**src/rtl/uart_pkg.sv**
```systemverilog
// Shared UART definitions for the badge frame transmitter and receiver.
package uart_pkg;
  typedef enum logic [2:0] {IDLE, START, DATA, PARITY, STOP} state_t;
  localparam int   OVERSAMPLE = 16;
  localparam logic IDLE_LEVEL = 1'b1;
endpackage

```
**src/rtl/uart_baud_tick.sv**
```systemverilog
// Oversample tick generator: one-cycle tick every BR_LIMIT clocks while enabled.
module uart_baud_tick #(
  parameter int BR_LIMIT = 672,
  parameter int BR_BITS  = 10
)(
  input  logic clk,
  input  logic reset,
  input  logic clr,
  input  logic en,
  output logic tick
);
  localparam logic [BR_BITS-1:0] DIV_LAST = BR_BITS'(BR_LIMIT - 1);

  logic [BR_BITS-1:0] div;

  always_ff @(posedge clk) begin
    if (reset || clr)  div <= '0;
    else if (en)       div <= (div == DIV_LAST) ? '0 : div + 1'b1;
  end

  assign tick = en && (div == DIV_LAST);
endmodule

```
**src/rtl/uart_frame_tx.sv**
```systemverilog
// Multi-byte UART frame transmitter, highest byte first, 8N1 on tx.
// Define UART_FRAME_TX_PARITY_EN to append an even-parity bit to each byte.
module uart_frame_tx
  import uart_pkg::*;
#(
  parameter int  FRAME_BYTES = 18,
  parameter int  DBITS       = 8,
  parameter int  BR_LIMIT    = 672,
  parameter int  BR_BITS     = 10,
  parameter int  OVERSAMPLE  = uart_pkg::OVERSAMPLE,
  localparam int IDXW        = (FRAME_BYTES > 1) ? $clog2(FRAME_BYTES) : 1
)(
  input  logic                         clk,
  input  logic                         reset,
  input  logic                         start,
  input  logic [FRAME_BYTES*DBITS-1:0] frame_in,
  output logic                         tx,
  output logic                         busy,
  output logic                         done,
  output logic [IDXW-1:0]              byte_idx
);
  localparam int FW  = FRAME_BYTES * DBITS;
  localparam int BW  = (DBITS > 1) ? $clog2(DBITS) : 1;
  localparam int OSW = (OVERSAMPLE > 1) ? $clog2(OVERSAMPLE) : 1;
  localparam logic [BW-1:0]   BIT_LAST  = BW'(DBITS - 1);
  localparam logic [OSW-1:0]  OS_LAST   = OSW'(OVERSAMPLE - 1);
  localparam logic [IDXW-1:0] BYTE_LAST = IDXW'(FRAME_BYTES - 1);

  state_t            state, state_nx;
  logic              start_q;
  logic [FW-1:0]     frame_q;
  logic [OSW-1:0]    os_cnt;
  logic [BW-1:0]     bit_cnt;
  logic              tick, bit_end, accept, last_byte;
  logic [DBITS-1:0]  cur_byte;

  assign accept    = (state == IDLE) && start && !start_q;
  assign bit_end   = tick && (os_cnt == OS_LAST);
  assign last_byte = (byte_idx == BYTE_LAST);
  assign cur_byte  = frame_q[FW-1 -: DBITS];

  uart_baud_tick #(.BR_LIMIT(BR_LIMIT), .BR_BITS(BR_BITS)) u_baud (
    .clk   (clk),
    .reset (reset),
    .clr   (accept),
    .en    (busy),
    .tick  (tick)
  );

  always_ff @(posedge clk) begin
    if (reset) state <= IDLE;
    else       state <= state_nx;
  end

  always_comb begin
    state_nx = state;
    case (state)
      IDLE:  if (accept) state_nx = START;
      START: if (bit_end) state_nx = DATA;
`ifdef UART_FRAME_TX_PARITY_EN
      DATA:   if (bit_end && bit_cnt == BIT_LAST) state_nx = PARITY;
      PARITY: if (bit_end) state_nx = STOP;
`else
      DATA:  if (bit_end && bit_cnt == BIT_LAST) state_nx = STOP;
`endif
      STOP:  if (bit_end) state_nx = last_byte ? IDLE : START;
      default: state_nx = IDLE;
    endcase
  end

  always_comb begin
    tx   = IDLE_LEVEL;
    busy = (state != IDLE);
    case (state)
      START:  tx = 1'b0;
      DATA:   tx = cur_byte[bit_cnt];
`ifdef UART_FRAME_TX_PARITY_EN
      PARITY: tx = ^cur_byte;
`endif
      default: tx = IDLE_LEVEL;
    endcase
  end

  // Datapath: frame shifts up one byte at each inter-byte stop boundary.
  always_ff @(posedge clk) begin
    if (reset) begin
      start_q  <= 1'b0;
      done     <= 1'b0;
      frame_q  <= '0;
      os_cnt   <= '0;
      bit_cnt  <= '0;
      byte_idx <= '0;
    end else begin
      start_q <= start;
      done    <= (state == STOP) && bit_end && last_byte;
      if (accept) begin
        frame_q  <= frame_in;
        os_cnt   <= '0;
        bit_cnt  <= '0;
        byte_idx <= '0;
      end else if (busy && tick) begin
        os_cnt <= (os_cnt == OS_LAST) ? '0 : os_cnt + 1'b1;
        if (bit_end) begin
          if (state == DATA)
            bit_cnt <= (bit_cnt == BIT_LAST) ? '0 : bit_cnt + 1'b1;
          if (state == STOP) begin
            if (last_byte) begin
              byte_idx <= '0;
            end else begin
              byte_idx <= byte_idx + 1'b1;
              frame_q  <= frame_q << DBITS;
            end
          end
        end
      end
    end
  end
endmodule

```
**config.mk**
```make
export PLATFORM = sky130hd
export DESIGN_NAME = uart_frame_tx
export DESIGN_NICKNAME = d
export VERILOG_FILES = /design/src/rtl/uart_pkg.sv /design/src/rtl/uart_baud_tick.sv /design/src/rtl/uart_frame_tx.sv
export SDC_FILE = /design/constraint.sdc
export NUM_CORES = 1
export LEC_CHECK = 0
export CORE_MARGIN = 5
export CORE_UTILIZATION = 55
export DETAILED_ROUTE_END_ITERATION = 12
export PLACE_DENSITY = 0.85
export RECOVER_POWER = 50
export SYNTH_ARGS = -nofsm -noshare
export SYNTH_HDL_FRONTEND = slang
export SYNTH_HIERARCHICAL = 1
export SYNTH_SLANG_ARGS = --single-unit
```
**constraint.sdc**
```tcl
create_clock -name clk -period 4.4 [get_ports clk]
set_input_delay 0.88 -clock clk [delete_from_list [all_inputs] [get_ports clk]]
set_output_delay 0.88 -clock clk [all_outputs]
set_load 0.03 [all_outputs]
```
==> results_dict.tcl, run 1 <==
set metrics [dict create \
    whs_path_depth 2 \
    grt_antenna_before_repair 0 \
    fin_cells 1242 \
    dieHeight_um 127 \
    first_iter_violations 795 \
    setup_slack_ps 707 \
    r2r_slack_ps 710 \
    place_ws_ps 1120 \
    synth_top_cell_area_share_pct 45.1 \
    crit_fanout 144 \
    final_area_um2 9760 \
    ir_drop_v 0.000313 \
    area_growth_pct 28.6 \
    tightestPinTransition_ps 1820 \
    grt_pass1_wl_um 32600 \
    rsz0062_at_grt "false" \
    worst_skew_pair.late_latency_ps 430 \
    holdBufCountCts 0 \
    synth_cell_types 46 \
    htree_levels 4 \
    ys_async_sr_fraction_pct 0 \
    ys_ff_latch 171 \
    yosysWarnings 6 \
    crit_type "register to register" \
    placed_cell_area_um2 9110 \
    ctsResizeCount 0 \
    min_from "frame_q[125]" \
    numClockSinks 171 \
    die_w_um 127 \
    final.setup_skew_ps 8.01 \
    synth.area.top_cells "dfxtp_1 (45%), a211oi_1 (10%), nand2_1 (9.2%)" \
    yosysSeqAreaShare_pct 45.1 \
    cts_tree "yes" \
    r2r_start "state[2]" \
    wl_per_cell_um 16.1 \
    mappedNetlistArea_um2 7590 \
    fin_crit_sh_pct 83.9 \
    rows 43 \
    p_per_area_nw_per_um2 413 \
    worstRegToRegCells 9 \
    violations "capacitance limit, slew limit" \
    clock_path_buffers 2 \
    setup_violations 0 \
    syn_inst 954 \
    nNetsFinal 1202 \
    cap_violations 1 \
    startpoint_type "register" \
    antenna_cells 0 \
    gp_congestion 0.799 \
    relSlewSlack_pct -21.3 \
    dp_hpwl_um 12600 \
    num_vias 7060 \
    worstPathRequired_ps 4690 \
    remaining_drc_errors 0 \
    hold_viol 0 \
    synth_top_cell_by_area "dfxtp_1" \
    die-area_um2 16200 \
    hold_end "frame_q[125]" \
    overflow 0 \
    drive_above_1_share_pct 5.08 \
    drtAntennaViolNets 0 \
    io_pins 155 \
    vias_per_cell 5.68 \
    syn_nets 1107 \
    drv_slew 90 \
    min_period_ps 3690 \
    arrival_ps 3980 \
    status "finished with violations" \
    fmax_mhz 271 \
    worstHoldPathType "register to register" \
    fillerInstances 1067 \
    r2r-end "frame_q[30]" \
    dr.pass1.iters 5 \
    initial_utilization_pct 55.3 \
    synth_ff_type "dfxtp_1" \
    tns_ps 0 \
    totalWireLength_um 20000 \
    first_global_vias 6726 \
    cts_root_buf "clkbuf_16" \
    track_usage_pct 24.3 \
    synth_edf_count 0 \
    avgSynthCellArea_um2 7.95 \
    portBuffers 154 \
    path_clk_slew_ps 70 \
    hold_ws_ps 458 \
    cts_made_buffers 17 \
    grt_max_degree 179 \
    power_leakage_nw 3.53 \
    cts_setup_buffers 0 \
    dp_cells 1210 \
    crit_path_end_kind "register" \
    core_area_um2 13700 \
]
==> critical path, cell delays in order (launching register included) <==
cell      delay (ps)
dfxtp_1          410
nor3_1           650
inv_1            350
nand3_1          290
nor4_4           100
and4_1           330
nand3_4          120
buf_6            680
nand2_1          120
a311oi_1         330
==> stage by stage <==
stage,utilization (%),total power [mW]
3_5_place_dp,66.4,2.34
2_1_floorplan,-,2.11
3_3_place_gp,66.4,2.33
4_1_cts,71.4,4.05
5_1_grt,71.1,4.20
6_report,71.1,4.03
==> layer usage <==
layer	routed length (um)	global-route usage [%]	vias to the layer above
li1	-	-	3533
met1	8960	33.7	3285
met2	9390	37.6	214
met3	1220	5.60	28
met4	410	8.08	0
met5	0	0	-
==> logic make-up (layout without fill, tap and decap cells) <==
kind of cell             count (synthesis)  after routing  share of synthesized area (%)
AND/OR/NAND/NOR                        395            395                           22.1
adder cells (fa/ha/maj)                  6              6                          0.990
buffers and inverters                   94            202                           5.72
XOR/XNOR                                 8              8                          0.924
flip-flops                             171            171                           45.1
AO/OA/AOI/OAI                          272            272                           23.8
multiplexers                             8              8                           1.39
==> final cells by class <==
cell class / count / area (um^2) / share of cell area [%]
Clock buffer: 21 / 470 / 4.82
Timing Repair Buffer: 163 / 1650 / 16.9
Sequential cell: 171 / 3420 / 35.1
Multi-Input combinational cell: 689 / 3740 / 38.4
Inverter: 7 / 28.8 / 0.295
Clock inverter: 11 / 214 / 2.19
Tap cell: 180 / 225 / 2.31
==> registers in the layout, indices dropped and copies added, names as in the netlist <==
register / flops
bit_cnt: 3
u_baud/div: 10
os_cnt: 4
start_q: 1
state: 3
byte_idx: 5
done: 1
frame_q: 144
==> placed cells by master, fill, tap and decap left out, drive strengths merged, types with 7 or more instances in the layout <==
master,instances
nand2,185
dfxtp,171
nor2,147
clkdlybuf4s50,145
a21oi,117
a211oi,107
a311oi,34
clkbuf,24
nor3,17
nand3,16
dlygate4sd3,8
inv,7
buf,7
==> worst max-delay path by stage <==
stage	start	end	slack, ps
after floorplan	state[1]	frame_q[100]	1560
after global placement	state[2]	frame_q[39]	1290
after detailed placement	state[2]	frame_q[40]	1120
after CTS	bit_cnt[0]	tx	1020
after global routing	state[2]	frame_q[30]	390
final	state[2]	frame_q[30]	710
==> cell usage after synthesis, drive strengths merged, types with 2 or more instances <==
library cell / instances
mux4: 2
a211oi: 107
clkbuf: 46
dfxtp: 171
a311oi: 34
xor2: 5
o21ai: 2
a31oi: 2
nand2: 185
nor2b: 2
xnor2: 3
nand3: 16
nor2: 147
nand2b: 5
o31ai: 5
nor4: 3
a211o: 2
inv: 7
buf: 41
nor3: 17
ha: 6
nor3b: 3
nand4: 5
or4: 4
mux2i: 6
a21oi: 117
==> power breakdown <==
part           leakage (nW)  internal [mW]  switching [mW]
Sequential             1.41           1.69          0.0823
Clock                 0.329           1.11           0.607
Combinational          1.79          0.263           0.279
Total                  3.53           3.06           0.969
Note: power is estimated with default switching activity, not from simulation.
==> run 2, diff against run 1 <==
--- a/config.mk
+++ b/config.mk
@@ -6,9 +6,9 @@
 export NUM_CORES = 1
 export LEC_CHECK = 0
 export CORE_MARGIN = 5
-export CORE_UTILIZATION = 55
+export CORE_UTILIZATION = 47
 export DETAILED_ROUTE_END_ITERATION = 12
-export PLACE_DENSITY = 0.85
+export PLACE_DENSITY = 0.77
 export RECOVER_POWER = 50
 export SYNTH_ARGS = -nofsm -noshare
 export SYNTH_HDL_FRONTEND = slang
==> constraint.sdc (replaced) <==
create_clock -name clk -period 3.3 [get_ports clk]
set_input_delay 0.66 -clock clk [delete_from_list [all_inputs] [get_ports clk]]
set_output_delay 0.66 -clock clk [all_outputs]
set_load 0.03 [all_outputs]
==> results_dict.tcl, run 2 (synthesis gave the netlist of run 1 again) <==
set metrics [dict create \
    cap_violations 1 \
    drtAntennaViolNets 0 \
    io_pins 155 \
    setup_slack_ps 258 \
    r2r_start "state[2]" \
    grt_max_degree 179 \
    final.setup_skew_ps 10.3 \
    rows 46 \
    cts_root_buf "clkbuf_16" \
    status "finished with violations" \
    ir_drop_v 0.000386 \
    grt_pass1_wl_um 33300 \
    crit_type "register to register" \
    clock_path_buffers 2 \
    hold_ws_ps 461 \
    cts_tree "yes" \
    post-route-util_pct 62.1 \
    layout_commonest_cell "nand2_1" \
    power_leakage_nw 3.57 \
    min_from "frame_q[73]" \
    fmax_mhz 329 \
    vias_per_cell 5.54 \
    portBuffers 154 \
    min_period_ps 3040 \
    violations "capacitance limit, slew limit" \
    crit_path_start "state[2]" \
    num_vias 7136 \
    totalWireLength_um 20500 \
    worstHoldPathType "register to register" \
    htree_levels 4 \
    first_global_vias 6880 \
    initial_utilization_pct 47.8 \
    fin_crit_sh_pct 92.2 \
    layout_common_cells "nand2_1 (185), dfxtp_1 (171), nor2_1 (147), clkdlybuf4s50_1 (147), a21oi_1 (117)" \
    antenna_cells 0 \
    track_usage_pct 21.9 \
    rsz0062_at_grt "false" \
    worstPathRequired_ps 3480 \
    path_clk_slew_ps 60 \
    dp_hpwl_um 13200 \
    crit_fanout 25 \
    p_per_area_nw_per_um2 528 \
    die-area_um2 18800 \
    area_growth_pct 30.1 \
    remaining_drc_errors 0 \
    drive_above_1_share_pct 5.96 \
    setup_violations 0 \
    hold_viol 0 \
    startpoint_type "register" \
    dr.pass1.iters 5 \
    die_w_um 137 \
    tightestPinTransition_ps 2690 \
    cts_made_buffers 17 \
    gp_congestion 0.818 \
    worstRegToRegCells 9 \
    grt_antenna_before_repair 0 \
    dieHeight_um 137 \
    overflow 0 \
    critPathCapture "frame_q[100]" \
    first_iter_violations 594 \
    nNetsFinal 1213 \
    ctsResizeCount 0 \
    arrival_ps 3220 \
    largest-register "frame_q" \
    relSlewSlack_pct -79.6 \
    crit_path_end_kind "register" \
    place_ws_ps 514 \
    numClockSinks 171 \
    largest_reg_flops 144 \
    wl_per_cell_um 15.9 \
    cts_setup_buffers 0 \
    worst_skew_pair.late_latency_ps 440 \
    holdBufCountCts 0 \
    drv_slew 57 \
    reg_top3 "frame_q (144), u_baud/div (10), byte_idx (5)" \
    r2r-end "frame_q[100]" \
    tns_ps 0 \
    r2r_slack_ps 260 \
    core_area_um2 15900 \
]
==> run 2: worst min-delay path by stage <==
stage	slack (ps)	cells past startpoint	to
after floorplan	430	2	frame_q[140]
after global placement	450	2	frame_q[63]
after detailed placement	450	2	frame_q[63]
after CTS	460	2	frame_q[65]
after global routing	480	2	frame_q[133]
final	460	2	frame_q[73]
==> run 2: report_power, final <==
part / leakage, nW / internal [mW] / switching (mW)
clock: 0.296 / 1.28 / 0.825
combinational: 1.86 / 0.365 / 0.378
sequential: 1.41 / 2.25 / 0.108
total: 3.57 / 3.90 / 1.31
==> run 2: metal layers <==
layer,wire length [um],global-route usage [%],share of wire [%]
met3,1450,5.04,7.1
met1,9420,31.0,46
met4,282,6.87,1.4
met2,9310,33.2,45
met5,0,0,0
==> run 2: through the flow <==
| step | cell area, um^2 | power (mW) | instances |
|---|---|---|---|
| floorplan | 7590 | 2.81 | 954 |
| finish | 9870 | 5.21 | 1289 |
| global placement | 9290 | 3.13 | 1257 |
| CTS | 9910 | 5.24 | 1289 |
| global route | 9870 | 5.44 | 1289 |
| detailed placement | 9290 | 3.14 | 1257 |
==> run 2: worst max-delay path: stages (launching register included) <==
cell	delay, ps
dfxtp_1	580
nor3_2	160
inv_1	110
nand3_1	190
nor4_4	350
and4_1	440
nand3_4	340
clkbuf_4	390
nand2_1	120
a311oi_1	90
==> run 2: layout make-up <==
class                           count  area, um^2
Sequential cell                   171        3420
Tap cell                          216         270
Clock buffer                       20         447
Fill cell                        1418        6020
Timing Repair Buffer              174        1780
Multi-Input combinational cell    689        3750
Clock inverter                     12         171
Inverter                            7        28.8
